[src/rtl/vivado_top_pkg.sv]
// Shared definitions for vivado_top: FSM state encoding, loop-bound formation
// and the active-low seven-segment glyph table.
package vivado_top_pkg;

  typedef enum logic [1:0] {
    IDLE = 2'b00,
    RUN  = 2'b01,
    DONE = 2'b10
  } state_t;

  function automatic logic [7:0] form_n(input logic [3:0] sw);
    return {sw, 4'hF};
  endfunction

  // Cathode order {dp,g,f,e,d,c,b,a}, active-low, dp always off.
  function automatic logic [7:0] hex_glyph(input logic [3:0] nib);
    logic [7:0] g;
    case (nib)
      4'h0:    g = 8'hC0;
      4'h1:    g = 8'hF9;
      4'h2:    g = 8'hA4;
      4'h3:    g = 8'hB0;
      4'h4:    g = 8'h99;
      4'h5:    g = 8'h92;
      4'h6:    g = 8'h82;
      4'h7:    g = 8'hF8;
      4'h8:    g = 8'h80;
      4'h9:    g = 8'h90;
      4'hA:    g = 8'h88;
      4'hB:    g = 8'h83;
      4'hC:    g = 8'hC6;
      4'hD:    g = 8'hA1;
      4'hE:    g = 8'h86;
      default: g = 8'h8E;
    endcase
    return g;
  endfunction

endpackage

[src/rtl/vivado_top_seg_mux.sv]
// Four-digit multiplexed seven-segment driver: a free-running refresh counter
// selects the digit, the selected nibble is decoded to active-low cathodes.
module seg_mux
  import vivado_top_pkg::*;
#(
  parameter int unsigned REFRESH_BITS = 4
) (
  input  logic        clk,
  input  logic        reset,
  input  logic [15:0] value,
  output logic [11:0] seg
);

  localparam int unsigned W = REFRESH_BITS + 2;

  logic [W-1:0] refresh;
  logic [1:0]   digit;
  logic [3:0]   nib;

  always_ff @(posedge clk or negedge reset) begin
    if (!reset) refresh <= '0;
    else        refresh <= refresh + W'(1);
  end

  assign digit = refresh[W-1:W-2];

  always_comb begin
    nib = value[3:0];
    case (digit)
      2'd0: nib = value[3:0];
      2'd1: nib = value[7:4];
      2'd2: nib = value[11:8];
      2'd3: nib = value[15:12];
      default: nib = value[3:0];
    endcase
    seg = {~(4'b0001 << digit), hex_glyph(nib)};
  end

endmodule

[src/rtl/vivado_top.sv]
// Sums 0..N (N = {sw,4'hF}) with a three-state FSM, shows the result or {N,i}
// on a multiplexed seven-segment display, and reports status on LEDs.
module vivado_top
  import vivado_top_pkg::*;
#(
  parameter int unsigned REFRESH_BITS = 4
) (
  input  logic        clk,
  input  logic        reset,
  input  logic [3:0]  sw,
  input  logic [1:0]  btn,
  output logic [11:0] seg,
  output logic        finish,
  output logic [12:0] leds
);

  state_t      state, state_next;
  logic [15:0] acc;
  logic [7:0]  i;
  logic [7:0]  n;
  logic [1:0]  btn_meta, btn_sync;
  logic        b0_prev;
  logic        restart;
  logic [15:0] disp;

  always_ff @(posedge clk or negedge reset) begin
    if (!reset) begin
      btn_meta <= '0;
      btn_sync <= '0;
      b0_prev  <= 1'b0;
    end else begin
      btn_meta <= btn;
      btn_sync <= btn_meta;
      b0_prev  <= btn_sync[0];
    end
  end

  assign restart = btn_sync[0] & ~b0_prev;

  always_ff @(posedge clk or negedge reset) begin
    if (!reset) state <= IDLE;
    else        state <= state_next;
  end

  always_comb begin
    state_next = state;
    if (restart) begin
      state_next = IDLE;
    end else begin
      case (state)
        IDLE:    state_next = RUN;
        RUN:     if (i == n) state_next = DONE;
        DONE:    state_next = DONE;
        default: state_next = IDLE;
      endcase
    end
  end

  // A restart edge suppresses the datapath step so RUN never advances on it.
  always_ff @(posedge clk or negedge reset) begin
    if (!reset) begin
      acc <= '0;
      i   <= '0;
      n   <= '0;
    end else if (!restart) begin
      case (state)
        IDLE: begin
          acc <= '0;
          i   <= '0;
          n   <= form_n(sw);
        end
        RUN: begin
          acc <= acc + {8'd0, i};
          if (i != n) i <= i + 8'd1;
        end
        default: ;
      endcase
    end
  end

  assign finish = (state == DONE);
  assign leds   = {state, btn_sync[1], finish, state == RUN, i};
  assign disp   = btn_sync[1] ? {n, i} : acc;

  seg_mux #(.REFRESH_BITS(REFRESH_BITS)) u_seg_mux (
    .clk   (clk),
    .reset (reset),
    .value (disp),
    .seg   (seg)
  );

endmodule

[config.mk]
export PLATFORM = sky130hd
export DESIGN_NAME = vivado_top
export DESIGN_NICKNAME = d
export VERILOG_FILES = /design/src/rtl/vivado_top_pkg.sv /design/src/rtl/vivado_top_seg_mux.sv /design/src/rtl/vivado_top.sv
export SDC_FILE = /design/constraint.sdc
export NUM_CORES = 1
export LEC_CHECK = 0
export CORE_ASPECT_RATIO = 1.4
export CORE_MARGIN = 8
export CORE_UTILIZATION = 60
export CTS_CLUSTER_DIAMETER = 100
export DETAILED_ROUTE_END_ITERATION = 7
export PLACE_DENSITY = 0.85
export SKIP_CTS_REPAIR_TIMING = 1
export SYNTH_ARGS = -nofsm -noshare
export SYNTH_HDL_FRONTEND = slang
export SYNTH_SLANG_ARGS = --single-unit
[constraint.sdc]
create_clock -name clk -period 5.7 [get_ports clk]
set_clock_uncertainty 0.05 [all_clocks]
set_input_delay 1.14 -clock clk [delete_from_list [all_inputs] [get_ports clk]]
set_output_delay 1.14 -clock clk [all_outputs]
set_load 0.01 [all_outputs]
==> reports/results.ini <==
[outcome]
status=completed

[floorplanning]
die_width_um=73.8
floorplan.rows=29
coreArea_um2=4540
boundaryPins=34
floorplan.initialDensity_pct=61.9
design.die.area_um2=7150
die_h_um=96.9

[routing]
drt_iter0_drc=105
post-route-drc-count=0
ant_nets=0
drt_first_pass_iters=5
finalWirelength_um=6790
detail_routed_via_count_per_cell=6.10
detailroute.via_count=2239
avgRoutedWirePerCell_um=18.5

[yosys]
netlist-cell-type-count=55
mappedNetlistArea_um2=2810
edff_count_synth=0
synth-warning-count=0
yosys_register_bits=42
yosysSeqAreaShare_pct=37.4
mapped_cells=274
synth-async-reset-ratio_pct=100
avgSynthCellArea_um2=10.2
synth_fp_nets=300
synth_top_flop_cell=dfrtp_1

[placed_design]
gp_congestion=0.919
dp.final_hpwl_um=5090
io_buffer_count=32

[grt]
grt_use_met2_pct=34.6
global_route.usage.met3_pct=3.51
gr-usage-met1_pct=21.7
top_usage_layer=met2
grt_max_degree=43
global_route.overflow_total=0
tot_gr_track_use_pct=20.1
grt_antenna_before_repair=0
grt_pass1_wl_um=11400
grt_pass1_vias=2359

[flow_run]
drv_cap=0

[power_and_ir_drop]
seq_power_share_pct=36.5
power.share.switching_pct=39.9
post-layout-total-power_uw=1080
net-switching-power_uw=431
power_report.internal_total_uw=649
vdd_drop_max_v=0.000246
leakage_power_uw=0.00138
share_comb_of_total_power_pct=44.4
power.clock.fraction_pct=19.1
pwr_per_cell_area_nw_per_um2=335

[clock_tree]
clock-root-buffer=clkbuf_8
clock_buffer_depth=2
clock_edge_transition_at_the_registers_on_the_reported_setup_and_hold_paths_ns=0.10
cts_tree=built
clock_sinks=42
clk_latency_ns=0.31
cts_buffers=5
cts_htree_levels=2

[layout]
layout_cells_sized_above_1_pct=12.1
syn_to_final_growth_pct=15.0
seqCellArea_um2=1050
final.fill_count=361
multi_input_combinational_cell_area_um2=1620
final_net_count=330
postLayoutCoreUtil_pct=71.2
diodes=0

[worst_setup_path]
critPathTopFamily=compound AO/OA/AOI/OAI gates
crit_fanout=16
crit_path_end_kind=output pin
critPathLaunchType=flip-flop
critical_path.cell_chain=mux2_2 > o221ai_1 > xnor2_1 > a211oi_2 > clkdlybuf4s50_1
worstPathRequired_ns=4.51
worstPathArrival_ns=3.24
setup.worst_path.class=reg -> out
cpPeakStageDelay_ns=0.79
cp_num_buf_inv=1
critical-path-slowest-cell=dfrtp_1

[min_path]
hold_path.class=reg -> reg

[sta]
finalSetupViolCount=0
actual_slew_at_the_worst_max_slew_pin_ns=0.969
period_minus_slack_ns=4.43
setup_total_neg_slack_ns=0
slew_violations=0
maxSlewHeadroom_pct=35.4
rsz0062_at_grt=no
maxClockFrequency_mhz=226
final_min_period_over_clock_period_pct=77.8
finalHoldViolCount=0

==> worst reg2reg max path, delay by kind of cell (launching register included) <==
family          cells  cell delay (ns)
compound gates      4             1.26
simple gates        1             0.07
flops               1             0.50
fa+ha+maj           2             0.48
buf+inv             1             0.07
==> synthesized netlist by cell type (all sizes together) (4+ instances only) <==
library cell,n,area (µm²)
dfrtp,42,1050
nand2,23,86.3
ha,17,213
nor2,17,63.8
inv,15,56.3
o21ai,15,75.1
a21oi,13,80.1
xnor2,13,114
mux2i,11,114
nand3,9,45.0
buf,8,68.8
mux2,8,90.1
or3,8,50.1
nor2b,6,37.5
xor2,6,52.6
a211oi,4,35.0
a21o,4,30.0
a22o,4,35.0
nand2b,4,25.0
o22ai,4,38.8
or4,4,33.8
==> state kept, by name (all words and copies together), names as in the netlist <==
register	flops
btn_sync	2
b0_prev	1
i	8
btn_meta	2
u_seg_mux.refresh	6
n	5
acc	16
state	2
==> area by class of cell <==
type / count / share of cell area, %
multi-input cells: 206 / 50.2
flip-flops and latches: 42 / 32.6
repair buffers: 34 / 10.2
well taps: 62 / 2.40
clock buffers: 5 / 2.13
inverters: 15 / 1.74
clock inverters: 3 / 0.775
==> stage by stage <==
| stage | hold WS, ns | setup slack (ns) | cells | instance area, µm² |
|---|---|---|---|---|
| final | 0.308 | 1.27 | 367 | 3230 |
| after CTS | 0.309 | 1.25 | 367 | 3230 |
| after detailed placement | 0.298 | 1.61 | 359 | 3130 |
| after global routing | 0.325 | 1.06 | 367 | 3230 |
| after floorplan | 0.281 | 2.37 | 274 | 2810 |
| after global placement | 0.283 | 1.70 | 359 | 3130 |
==> final timing paths <==
path                                  startpoint                     to  slack [ns]  depth (start not counted)
setup / recovery           btn_sync[1]$_DFF_PN0_                 seg[0]        1.27                          5
hold / removal             btn_meta[0]$_DFF_PN0_  btn_sync[0]$_DFF_PN0_        0.31                          0
setup reg to reg                i[0]$_DFFE_PN0P_     acc[8]$_DFFE_PN0P_        3.19                          8
hold reg to reg            btn_meta[0]$_DFF_PN0_  btn_sync[0]$_DFF_PN0_        0.31                          0
max in group asynchronous                  reset       n[4]$_DFFE_PN0P_        4.08                          1
min in group asynchronous                  reset  btn_meta[0]$_DFF_PN0_        0.93                          1
==> power by group through the flow <==
stage	clock network, µW	registers (µW)	logic (µW)
floorplan	0	383	313
global placement	0	397	469
detailed placement	0	399	484
CTS	205	393	485
global route	219	398	527
finish	206	394	480
==> cells in the final DEF, fill, tap and decap left out, types with 2 or more instances in the layout <==
cell,instances
a2111oi_2,3
a211oi_1,3
a21o_1,4
a21oi_1,11
a22o_1,4
a22oi_1,2
a32o_1,2
and2_1,2
and4_1,2
buf_4,2
clkbuf_8,5
clkdlybuf4s50_1,31
dfrtp_1,42
ha_1,17
inv_1,14
mux2_2,7
mux2i_1,10
mux4_2,3
nand2_1,23
nand2b_1,4
nand3_1,9
nand4_1,2
nor2_1,17
nor2b_1,6
nor3b_1,3
o21a_1,2
o21ai_0,12
o21ai_1,3
o22ai_1,3
o31ai_1,3
or3_1,8
or4_1,3
xnor2_1,13
xor2_1,6
==> cell families after synthesis <==
| family | Yosys count | share of synthesized area [%] |
|---|---|---|
| flops | 42 | 37.4 |
| compound gates | 62 | 17.6 |
| simple gates | 84 | 16.1 |
| mux | 22 | 9.67 |
| other cells | 1 | 0.134 |
| xor+xnor | 19 | 5.93 |
| buf+inv | 26 | 4.86 |
| fa+ha+maj | 18 | 8.29 |
==> layer usage <==
layer	vias to the layer above	wire length [µm]	part of all wire (%)
met5	-	0	0
met4	0	329	4.8
met3	25	301	4.4
met2	82	3570	53
met1	1085	2590	38
li1	1047	-	-
(Power assumes the default switching activity.)
